File: config.mk
export PLATFORM = sky130hd
export DESIGN_NAME = iq_sweep_scheduler
export DESIGN_NICKNAME = d
export VERILOG_FILES = /design/src/rtl/iq_sweep_scheduler.sv
export SDC_FILE = /design/constraint.sdc
export NUM_CORES = 1
export LEC_CHECK = 0
export ABC_AREA = 1
export BUFFER_PORTS_ARGS = -buffer_cell sky130_fd_sc_hd__buf_4
export CAP_MARGIN = 20
export CORE_MARGIN = 1
export CORE_UTILIZATION = 40
export DETAILED_ROUTE_END_ITERATION = 8
export PLACE_DENSITY = 0.63
export SLEW_MARGIN = 10
export SYNTH_ARGS = -nofsm -noshare
export SYNTH_HDL_FRONTEND = slang
export SYNTH_SLANG_ARGS = --single-unit
File: constraint.sdc
create_clock -name clk_i -period 3.34 [get_ports clk_i]
set_input_delay 0.167 -clock clk_i [delete_from_list [all_inputs] [get_ports clk_i]]
set_output_delay 0.167 -clock clk_i [all_outputs]
set_load 0.01 [all_outputs]
File: src/rtl/iq_sweep_scheduler.sv
// Frequency-sweep sequencer for one IQ demodulator channel: retunes the NCO, waits for the
// low-pass filter to settle, averages 2^AVG_LOG2 I/Q samples and emits one result per point.
module iq_sweep_scheduler #(
    parameter int AVG_LOG2      = 4,
    parameter int SETTLE_CYCLES = 2048,
    parameter int IDX_W         = 16
) (
    input  logic             clk_i,
    input  logic             reset_i,
    input  logic             start_i,
    input  logic             abort_i,
    input  logic [31:0]      startInc_i,
    input  logic [31:0]      stepInc_i,
    input  logic [IDX_W-1:0] numPoints_i,
    output logic [31:0]      phaseInc_o,
    input  logic             sampleValid_i,
    input  logic [13:0]      iIn_i,
    input  logic [13:0]      qIn_i,
    output logic [13:0]      resI_o,
    output logic [13:0]      resQ_o,
    output logic [31:0]      resInc_o,
    output logic [IDX_W-1:0] resIndex_o,
    output logic             resValid_o,
    input  logic             resReady_i,
    output logic             busy_o,
    output logic             done_o
);

    localparam int ACC_W = 14 + AVG_LOG2;
    localparam int SET_W = (SETTLE_CYCLES > 1) ? $clog2(SETTLE_CYCLES) : 1;

    typedef enum logic [2:0] {IDLE, SETTLE, ACCUM, EMIT, FINISH} state_e;

    state_e                   state_q, state_d;
    logic [31:0]              phaseInc_q, phaseInc_d;
    logic [31:0]              stepInc_q, stepInc_d;
    logic [IDX_W-1:0]         numPoints_q, numPoints_d;
    logic [IDX_W-1:0]         idx_q, idx_d;
    logic [SET_W-1:0]         settleCnt_q, settleCnt_d;
    logic [AVG_LOG2-1:0]      sampleCnt_q, sampleCnt_d;
    logic signed [ACC_W-1:0]  accI_q, accI_d;
    logic signed [ACC_W-1:0]  accQ_q, accQ_d;
    logic [13:0]              resI_q, resI_d;
    logic [13:0]              resQ_q, resQ_d;
    logic [31:0]              resInc_q, resInc_d;
    logic [IDX_W-1:0]         resIndex_q, resIndex_d;
    logic                     resValid_q, resValid_d;
    logic                     busy_q, busy_d;
    logic                     done_q, done_d;

    logic signed [ACC_W-1:0]  accSumI, accSumQ;
    logic signed [ACC_W-1:0]  shiftI, shiftQ;

    always_ff @(posedge clk_i) begin
        if (reset_i) begin
            state_q     <= IDLE;
            phaseInc_q  <= '0;
            stepInc_q   <= '0;
            numPoints_q <= '0;
            idx_q       <= '0;
            settleCnt_q <= '0;
            sampleCnt_q <= '0;
            accI_q      <= '0;
            accQ_q      <= '0;
            resI_q      <= '0;
            resQ_q      <= '0;
            resInc_q    <= '0;
            resIndex_q  <= '0;
            resValid_q  <= 1'b0;
            busy_q      <= 1'b0;
            done_q      <= 1'b0;
        end else begin
            state_q     <= state_d;
            phaseInc_q  <= phaseInc_d;
            stepInc_q   <= stepInc_d;
            numPoints_q <= numPoints_d;
            idx_q       <= idx_d;
            settleCnt_q <= settleCnt_d;
            sampleCnt_q <= sampleCnt_d;
            accI_q      <= accI_d;
            accQ_q      <= accQ_d;
            resI_q      <= resI_d;
            resQ_q      <= resQ_d;
            resInc_q    <= resInc_d;
            resIndex_q  <= resIndex_d;
            resValid_q  <= resValid_d;
            busy_q      <= busy_d;
            done_q      <= done_d;
        end
    end

    // The final sample is folded in combinationally so the result registers on that same edge.
    always_comb begin
        state_d     = state_q;
        phaseInc_d  = phaseInc_q;
        stepInc_d   = stepInc_q;
        numPoints_d = numPoints_q;
        idx_d       = idx_q;
        settleCnt_d = settleCnt_q;
        sampleCnt_d = sampleCnt_q;
        accI_d      = accI_q;
        accQ_d      = accQ_q;
        resI_d      = resI_q;
        resQ_d      = resQ_q;
        resInc_d    = resInc_q;
        resIndex_d  = resIndex_q;
        resValid_d  = resValid_q;
        busy_d      = (state_q != IDLE);
        done_d      = 1'b0;

        accSumI = accI_q + {{AVG_LOG2{iIn_i[13]}}, iIn_i};
        accSumQ = accQ_q + {{AVG_LOG2{qIn_i[13]}}, qIn_i};
        shiftI  = accSumI >>> AVG_LOG2;
        shiftQ  = accSumQ >>> AVG_LOG2;

        case (state_q)
            IDLE: begin
                if (start_i) begin
                    if (numPoints_i != '0) begin
                        numPoints_d = numPoints_i;
                        stepInc_d   = stepInc_i;
                        phaseInc_d  = startInc_i;
                        idx_d       = '0;
                        settleCnt_d = '0;
                        state_d     = SETTLE;
                    end else begin
                        state_d = FINISH;
                    end
                end
            end
            SETTLE: begin
                if (settleCnt_q == SET_W'(SETTLE_CYCLES - 1)) begin
                    accI_d      = '0;
                    accQ_d      = '0;
                    sampleCnt_d = '0;
                    state_d     = ACCUM;
                end else begin
                    settleCnt_d = settleCnt_q + 1'b1;
                end
            end
            ACCUM: begin
                if (sampleValid_i) begin
                    accI_d      = accSumI;
                    accQ_d      = accSumQ;
                    sampleCnt_d = sampleCnt_q + 1'b1;
                    if (sampleCnt_q == '1) begin
                        resI_d     = 14'(shiftI);
                        resQ_d     = 14'(shiftQ);
                        resInc_d   = phaseInc_q;
                        resIndex_d = idx_q;
                        resValid_d = 1'b1;
                        state_d    = EMIT;
                    end
                end
            end
            EMIT: begin
                if (resValid_q && resReady_i) begin
                    resValid_d = 1'b0;
                    if (idx_q == numPoints_q - IDX_W'(1)) begin
                        state_d = FINISH;
                    end else begin
                        idx_d       = idx_q + 1'b1;
                        phaseInc_d  = phaseInc_q + stepInc_q;
                        settleCnt_d = '0;
                        state_d     = SETTLE;
                    end
                end
            end
            FINISH: begin
                done_d  = 1'b1;
                state_d = IDLE;
            end
            default: state_d = IDLE;
        endcase

        // Abort overrides everything above, including a same-cycle result transfer.
        if (abort_i && (state_q != IDLE)) begin
            state_d    = IDLE;
            resValid_d = 1'b0;
            done_d     = 1'b0;
            phaseInc_d = phaseInc_q;
            idx_d      = idx_q;
        end
    end

    assign phaseInc_o = phaseInc_q;
    assign resI_o     = resI_q;
    assign resQ_o     = resQ_q;
    assign resInc_o   = resInc_q;
    assign resIndex_o = resIndex_q;
    assign resValid_o = resValid_q;
    assign busy_o     = busy_q;
    assign done_o     = done_q;

endmodule

==> flow_summary.ini, run 1 <==
[finish]
fin_util = 0.524
diodes = 0
fillers = 3319
nNetsFinal = 2448
drive_gt1_frac = 0.148
regArea_um2 = 4580
final_cell_mix = nand2_1 (492), a21oi_1 (249), buf_4 (238), dfxtp_1 (229), nor2_1 (217)
final_common_cell = nand2_1
multi_input_area_um2 = 7620
instances_no_fill = 2724
area_growth_pct = 29.1

[pwr]
p_leak_nw = 7.96
power_density_nw_per_um2 = 617
peakVddDrop_uv = 446

[worst_setup_path]
cpMaxStageDelayCell = o21ai_0
path_class = reg2reg
crit_required_ps = 3830
critPathLaunchType = register
reg2reg_to = phaseInc_o[24]
slowest_delay_ps = 480
reg2regPathDepth = 14
startpoint = phaseInc_o[0]
worst-r2r-setup-slack_ps = 580
worstPathArrival_ps = 3250
end_kind = register
critPathMaxFanout = 4
path_cells = ha_1 -> inv_1 -> fa_1 -> inv_1 -> nand3_1 -> nand3_1 -> a21boi_0 -> o21ai_0 -> nand2_1 -> nand4_1 -> nand3_1 -> nand2_1 -> nand2_1 -> a21oi_1
r2r-start = phaseInc_o[0]
setup.worst_path.end = phaseInc_o[24]

[die]
die_y_um = 184
rows = 66
die_w_um = 184
dieArea_um2 = 33700
initial_core_util = 0.406
ios = 225
core_um2 = 32500

[detailed_routing]
dr.pass1.iters = 5
vias = 13800
wl_um = 42100
avgViaCountPerCell = 5.05
wl_per_cell_um = 15.5
route.detailed.drc = 0
dr.first_iter.drc_count = 765
ant_nets = 0

[cts]
cts_tree = built
insertion_delay_ps = 560
clk_pin_slew_ps = 60
cts_resized = 0
clock_path_buffers = 3
h-tree-depth = 1
cts_root_buffer = clkbuf_16
cts_sinks = 229
cts_buffers = 28

[place]
gp_congestion = 0.914
dp_hpwl_um = 30100
io_buffers = 224
post-place-ws_ps = 465
dpl.cell_count = 2594

[synthesis]
synth-seq-area-share = 0.347
synth_nets = 2171
syn_inst = 1985
yosys_warnings = 0
ys_seq_elements = 229
yosysTopAreaCellShare = 0.347
yosysTopAreaCell = dfxtp_1
synth.area.top_cells = dfxtp_1 (35%), nand2_1 (14%), a21oi_1 (9.4%)
yosys.cell_types.count = 41
synth.avg_cell_area_um2 = 6.65
synth.cell_area_um2 = 13200

[timing]
finalSetupTns_ps = 0
fin_skew_ps = 14.9
tightest_slew_ps = 758
max_slew_margin = 0.495
final_max_slew_viol_count = 0
setup-violations-final = 0
period_share = 0.826
fmax_ghz = 0.363
period_needed_ps = 2760
hold_viol = 0
rsz0062_at_grt = no
finalWorstSetupSlack_ps = 582

[grt]
grt_max_degree = 94
antenna_found_initial = 0
grt_pass1_wl_um = 67500
grt_pass1_vias = 13300
grt_use_total = 0.247
overflow = 0

[worst_hold_path]
hp-class = in2reg
worstHoldPathCells = 4

[status]
outcome = finished clean

[run]
maxCapViolCount = 0
-- state kept, by name, summed over array words and instances (netlist names), 16 cells and up --
signal and cells:
accQ_q 18, numPoints_q 16, idx_q 16, resInc_o 32
resIndex_o 16, stepInc_q 32, accI_q 18, phaseInc_o 32
-- cell families (layout without fill, tap and decap cells) --
group           Yosys count  in the layout  share of synthesized area
simple gates            906            906                      0.287
compound gates          471            471                      0.185
buf+inv                 257            554                     0.0772
flops                   229            229                      0.347
fa+ha+maj                72             72                     0.0699
xor+xnor                 50             50                     0.0332
-- synthesized netlist by cell type, drive strengths merged --
cell and n:
nor3 25, and2 1, buf 23, ha 69, and3 1, nand3 100, o21bai 7, a211oi 1
or2 20, nand2 492, clkbuf 52, o31ai 4, o21a 9, a21o 6, nand3b 3, nor3b 1
nor4 15, a21oi 249, a31oi 2, inv 180, nand4 20, nor2 228, o21ai 186, xor2 40
xnor2 10, dfxtp 229, o211ai 6, a21boi 1, fa 3, clkinv 2
-- routing by layer --
| layer | GRT usage | vias up | wire length (µm) |
|---|---|---|---|
| met5 | 0 | - | 0 |
| met4 | 0.0677 | 0 | 937 |
| met3 | 0.0355 | 62 | 1970 |
| met2 | 0.422 | 319 | 19700 |
| met1 | 0.324 | 6274 | 19500 |
| li1 | - | 7106 | - |
-- worst max-delay path: cells and delay by family (launching register included) --
kind | cells | cell delay, ps
AO/OA/AOI/OAI | 3 | 820
buffers and inverters | 2 | 130
AND/OR/NAND/NOR | 7 | 730
flip-flops | 1 | 400
adder cells (fa/ha/maj) | 2 | 610
-- where the power goes --
part / internal [W] / leakage (nW) / switching, W / total [W]
clock: 0.00180 / 0.450 / 0.00124 / 0.00304
combinational: 0.00145 / 5.64 / 0.00255 / 0.00400
sequential: 0.00311 / 1.86 / 0.000370 / 0.00348
total: 0.00637 / 7.96 / 0.00416 / 0.0105
-- how the worst min path moves through the flow --
stage	startpoint	to	slack (ps)
after floorplan	resReady_i	resValid_o	260
after global placement	resReady_i	resValid_o	350
after detailed placement	resReady_i	resValid_o	360
after CTS	startInc_i[4]	phaseInc_o[4]	4
after global routing	startInc_i[30]	phaseInc_o[30]	30
final	qIn_i[0]	accQ_q[0]	20
-- layout make-up --
type                       instances  area share
sequential                       229       0.269
clock buffer                      38      0.0462
clock inverter                    12     0.00763
multi-input combinational       1499       0.447
tap                              442      0.0324
timing repair buffer             322       0.157
inverter                         182      0.0401
-- timing repair --
item                       4_1_cts  5_1_grt
hold endpoints to repair        81        0
buffers inserted                 0        0
hold buffers                    79        0
setup endpoints to repair        0        0
-- through the flow --
stage	total power (W)	cell area [µm²]	hold WS (ps)
3_5_place_dp	0.00738	15300	358
2_1_floorplan	0.00617	13200	256
4_1_cts	0.0105	17000	3.53
5_1_grt	0.0113	17000	28.7
3_3_place_gp	0.00734	15300	352
6_report	0.0105	17000	19.8
No activity file was read; power rests on OpenSTA's default activity.
==> run 2, diff against run 1 <==
PLACE_DENSITY = 0.65   (was 0.63)
clock period = 2.33 ns   (was 3.34 ns; I/O delays follow)
==> run 2 against run 1 <==
  * Largest cell class unchanged
  * Worst setup slack got worse by 550 ps
  * Flip-flop and latch count unchanged
  * First-iteration DRC count increased by 14%
  * Critical path type unchanged
  * Utilization increased by 3.7 points
  * Global-route usage increased by 0.53 points
==> flow_summary.ini, run 2 (synthesis gave the netlist of run 1 again) <==
[timing]
max_slew_margin = 0.419
finalSetupTns_ps = 0
period_share = 0.986
final_max_slew_viol_count = 0
period_needed_ps = 2300
fin_skew_ps = 26.7
rsz0062_at_grt = yes
fmax_ghz = 0.435
hold_viol = 0
setup-violations-final = 0
tightest_slew_ps = 871

[place]
gp_congestion = 0.897
place_area_um2 = 15800
dp_hpwl_um = 30100
io_buffers = 224
dpl.cell_count = 2649

[finish]
instances_no_fill = 2795
final_common_cell = nand2_1
nNetsFinal = 2522
area_growth_pct = 38.2
final_cell_mix = nand2_1 (454), buf_4 (296), dfxtp_1 (225), a21oi_1 (218), nor2_1 (211)
drive_gt1_frac = 0.214
fin_area_um2 = 18200
diodes = 0

[pwr]
total_power_w = 0.0168
p_int_w = 0.0102
power_density_nw_per_um2 = 924
power.share.clock = 0.258
peakVddDrop_uv = 659
combPwrFrac = 0.448
netSwitchingPower_w = 0.00663
p_leak_nw = 8.53
p_sw_frac = 0.393
power_frac_seq = 0.294

[worst_setup_path]
crit_required_ps = 2760
path_class = reg2reg
critPathMaxFanout = 7
worstPathArrival_ps = 2720
end_kind = register
critPathLaunchType = register

[die]
rows = 66
initial_core_util = 0.406
dieArea_um2 = 33700
die_y_um = 184
core_um2 = 32500
ios = 225
die_w_um = 184

[grt]
grt_pass1_wl_um = 69100
overflow = 0
grt_use_total = 0.253
grt_max_degree = 108
antenna_found_initial = 1
grt_pass1_vias = 13600

[cts]
h-tree-depth = 1
cts_tree = built
cts_root_buffer = clkbuf_16
cts_buffers = 26
clock_path_buffers = 3
insertion_delay_ps = 550
clk_pin_slew_ps = 60
cts_sinks = 229

[detailed_routing]
route.detailed.drc = 0
avgViaCountPerCell = 5.12
ant_nets = 0
dr.first_iter.drc_count = 869
dr.pass1.iters = 5
wl_um = 44200
wl_per_cell_um = 15.8
vias = 14300

[worst_hold_path]
hp-class = in2reg

[run]
maxCapViolCount = 0

[status]
outcome = finished clean
run 2: changes by cell type in the layout (fill, tap and decap cells not counted), moves of 6 or more:
cell,before,now
o21ai_0,176,164
nand2_4,0,12
o21ai_1,9,16
nor2_1,217,211
nand2_1,492,454
buf_4,238,296
nand2_2,0,26
a21oi_1,249,218
a21oi_2,0,30
run 2: power groups by stage:
stage / Combinational (W) / Sequential (W) / Clock (W)
after floorplan: 0.00387 / 0.00498 / 0
after global placement: 0.00601 / 0.00499 / 0
after detailed placement: 0.00606 / 0.00500 / 0
after CTS: 0.00652 / 0.00493 / 0.00444
after global routing: 0.00828 / 0.00502 / 0.00461
final: 0.00754 / 0.00495 / 0.00435
run 2: layer usage:
layer / global-route usage / up-vias / routed length [µm]
met5: 0 / - / 0
met4: 0.0667 / 0 / 944
met3: 0.0374 / 59 / 2300
met2: 0.428 / 368 / 20600
met1: 0.333 / 6636 / 20400
li1: - / 7243 / -
run 2: area by class of cell:
cell class                      count  area [µm²]
Clock inverter                      9         161
Sequential cell                   229        4590
Inverter                          182         684
Clock buffer                       36         738
Tap cell                          442         553
Multi-Input combinational cell   1499        8050
Timing Repair Buffer              398        3460
Fill cell                        3169       14300
run 2: worst paths after layout:
path / startpoint / depth (start not counted) / to / slack (ps)
max: numPoints_q[1] / 17 / phaseInc_o[22] / 30
min: startInc_i[4] / 5 / phaseInc_o[4] / 50
max reg2reg: numPoints_q[1] / 17 / phaseInc_o[22] / 30
min reg2reg: stepInc_q[0] / 2 / stepInc_q[0] / 450
run 2: critical path, stage by stage (launching register included):
cell and delay, ps:
dfxtp_2 320, inv_2 70, ha_4 160, inv_2 40, nor2_2 80, nand2_2 70
nor2_4 160, nand2_1 80, xor2_1 130, nand2_1 100, nor2_4 160, nand3_4 120
nand4_1 160, buf_6 190, clkbuf_16 180, nand2_1 50, nand2_1 50, nor2_1 60
run 2: stage by stage:
step	worst slack, ps	util	hold WS (ps)
2_1_floorplan	29.4	-	206
3_3_place_gp	-32.0	0.485	302
3_5_place_dp	-83.7	0.485	311
4_1_cts	19.4	0.541	0.619
5_1_grt	-95.3	0.561	46.3
6_report	32.8	0.561	45.5
run 2: timing repair:
| item | 4_1_cts | 5_1_grt |
|---|---|---|
| gates resized for setup | 9 | 128 |
| cloned | 2 | 7 |
| hold buffers | 82 | 0 |
| endpoints found under the hold margin | 85 | 0 |
| buffers inserted | 3 | 7 |
| pin swaps | 1 | 46 |
| setup endpoints to repair | 51 | 110 |
==> run 3, diff against run 2 <==
PLACE_DENSITY = 0.63   (was 0.65)
clock period = 2.4 ns   (was 2.33 ns; I/O delays follow)
==> run 3 against run 2 <==
  * Global-route usage fell by 0.33 points
  * Critical path depth fell by 2
  * Worst setup slack improved by 94 ps
  * Sequential share of layout area rose by 0.46 points
  * Worst hold slack got worse by 3.3 ps
  * Clock power barely moved
  * Die area did not move
  * Total power fell by 5.2%
  * Sequential power fell by 2%
  * Routed wire length fell by 0.52%
==> flow_summary.ini, run 3 (synthesis gave the netlist of run 1 again) <==
[cts]
cts_sinks = 229
cts_buffers = 27
insertion_delay_ps = 540
clock_path_buffers = 3
cts_tree = built
h-tree-depth = 1
cts_root_buffer = clkbuf_16
clk_pin_slew_ps = 60

[die]
rows = 66
core_um2 = 32500
die_w_um = 184
ios = 225
dieArea_um2 = 33700
die_y_um = 184
initial_core_util = 0.406

[worst_setup_path]
cpMaxStageDelayCell = dfxtp_1
worstPathArrival_ps = 2740
crit_top_cell = nand2_1
critPathLaunchType = register
end_kind = register
critPathMaxFanout = 7
crit_required_ps = 2870
path_cells = inv_2 -> nand3_4 -> nor2_4 -> nand2_2 -> nand2_1 -> nand2_1 -> nor2_2 -> nand3_2 -> nor2_4 -> nand3_2 -> nand4_1 -> buf_6 -> clkbuf_16 -> nand2_1 -> a21oi_1
path_class = reg2reg
slowest_delay_ps = 380

[detailed_routing]
route.detailed.drc = 0
wl_um = 44000
wl_per_cell_um = 15.8
dr.pass1.iters = 6
avgViaCountPerCell = 5.10
dr.first_iter.drc_count = 845
ant_nets = 0
vias = 14200

[finish]
final_common_cell = nand2_1
diodes = 0
area_growth_pct = 35.6
nNetsFinal = 2511
drive_gt1_frac = 0.196
fin_util = 0.550
final_cell_mix = nand2_1 (471), buf_4 (288), a21oi_1 (232), dfxtp_1 (228), nor2_1 (209)

[place]
dp_hpwl_um = 30700
io_buffers = 224
gp_congestion = 0.921

[run]
maxCapViolCount = 0

[timing]
period_needed_ps = 2270
period_share = 0.947
hold_viol = 0
setup-violations-final = 0
fmax_ghz = 0.440
max_slew_margin = 0.577
rsz0062_at_grt = yes
fin_skew_ps = 13.6
tightest_slew_ps = 634
holdWs_ps = 42.3
final_max_slew_viol_count = 0

[grt]
antenna_found_initial = 0
grt_pass1_vias = 13100
grt_pass1_wl_um = 67600
overflow = 0
grt_use_total = 0.249
grt_max_degree = 65

[pwr]
p_leak_nw = 8.35
peakVddDrop_uv = 671
power_density_nw_per_um2 = 892
total_power_w = 0.0160

[worst_hold_path]
hp-class = in2reg

[status]
outcome = finished clean
[run 3: changes by cell type in the layout (fill, tap and decap cells not counted), moves of 4 or more]
cell | before | now
nand2_1 | 454 | 471
a21oi_1 | 218 | 232
a21oi_2 | 30 | 17
nand2_4 | 12 | 1
buf_4 | 296 | 288
nand2_2 | 26 | 20
buf_12 | 9 | 5
[run 3: final timing paths]
kind                  startpoint        endpoint  slack, ps  depth (start not counted)
hold / removal           reset_i      accI_q[10]         40                          2
hold reg to reg    stepInc_q[13]   stepInc_q[13]        450                          2
setup / recovery  numPoints_q[2]  phaseInc_o[12]        130                         15
setup reg to reg  numPoints_q[2]  phaseInc_o[12]        130                         15
[run 3: worst max-delay path, delay by kind of cell, from the launching register on]
kind            cells  cell delay, ps
simple gates       11            1160
buf+inv             3             520
flops               1             380
compound gates      1             130
[run 3: area by class of cell]
type	instances	area (µm²)
Clock buffer	35	766
Tap cell	442	553
Sequential cell	229	4590
Clock inverter	12	171
Timing Repair Buffer	386	3290
Multi-Input combinational cell	1499	7850
Inverter	182	687
Fill cell	3261	14600
[run 3: per-stage QoR]
step | instances | TNS (ps) | setup WS, ps | area, µm²
2_1_floorplan | 1985 | 0 | 99.4 | 13200
4_1_cts | 2776 | 0 | 55.7 | 17500
5_1_grt | 2785 | -1380 | -62.1 | 17900
3_3_place_gp | 2642 | -6.58 | -6.58 | 15700
3_5_place_dp | 2642 | -47.4 | -46.6 | 15700
6_report | 2785 | 0 | 127 | 17900
[run 3: metal layers]
| metal | global-route usage | up-vias | share of wire |
|---|---|---|---|
| li1 | - | 7214 | - |
| met1 | 0.339 | 6521 | 0.46 |
| met2 | 0.412 | 405 | 0.46 |
| met3 | 0.0287 | 60 | 0.056 |
| met4 | 0.0743 | 0 | 0.024 |
| met5 | 0 | - | 0 |
[run 3: power by group]
part	internal (W)	leakage, nW	switching (W)
Combinational	0.00270	6.03	0.00408
Clock	0.00266	0.455	0.00170
Sequential	0.00433	1.86	0.000497
Total	0.00969	8.35	0.00627
[run 3: what timing repair did]
item                                    CTS  global route
endpoints found under the hold margin    85             0
pin swaps                                 0            33
cloned                                    2             5
endpoints found under the setup margin   18            68
buffers inserted                          2             4
resized for setup                         9            76
hold buffers                             83             0
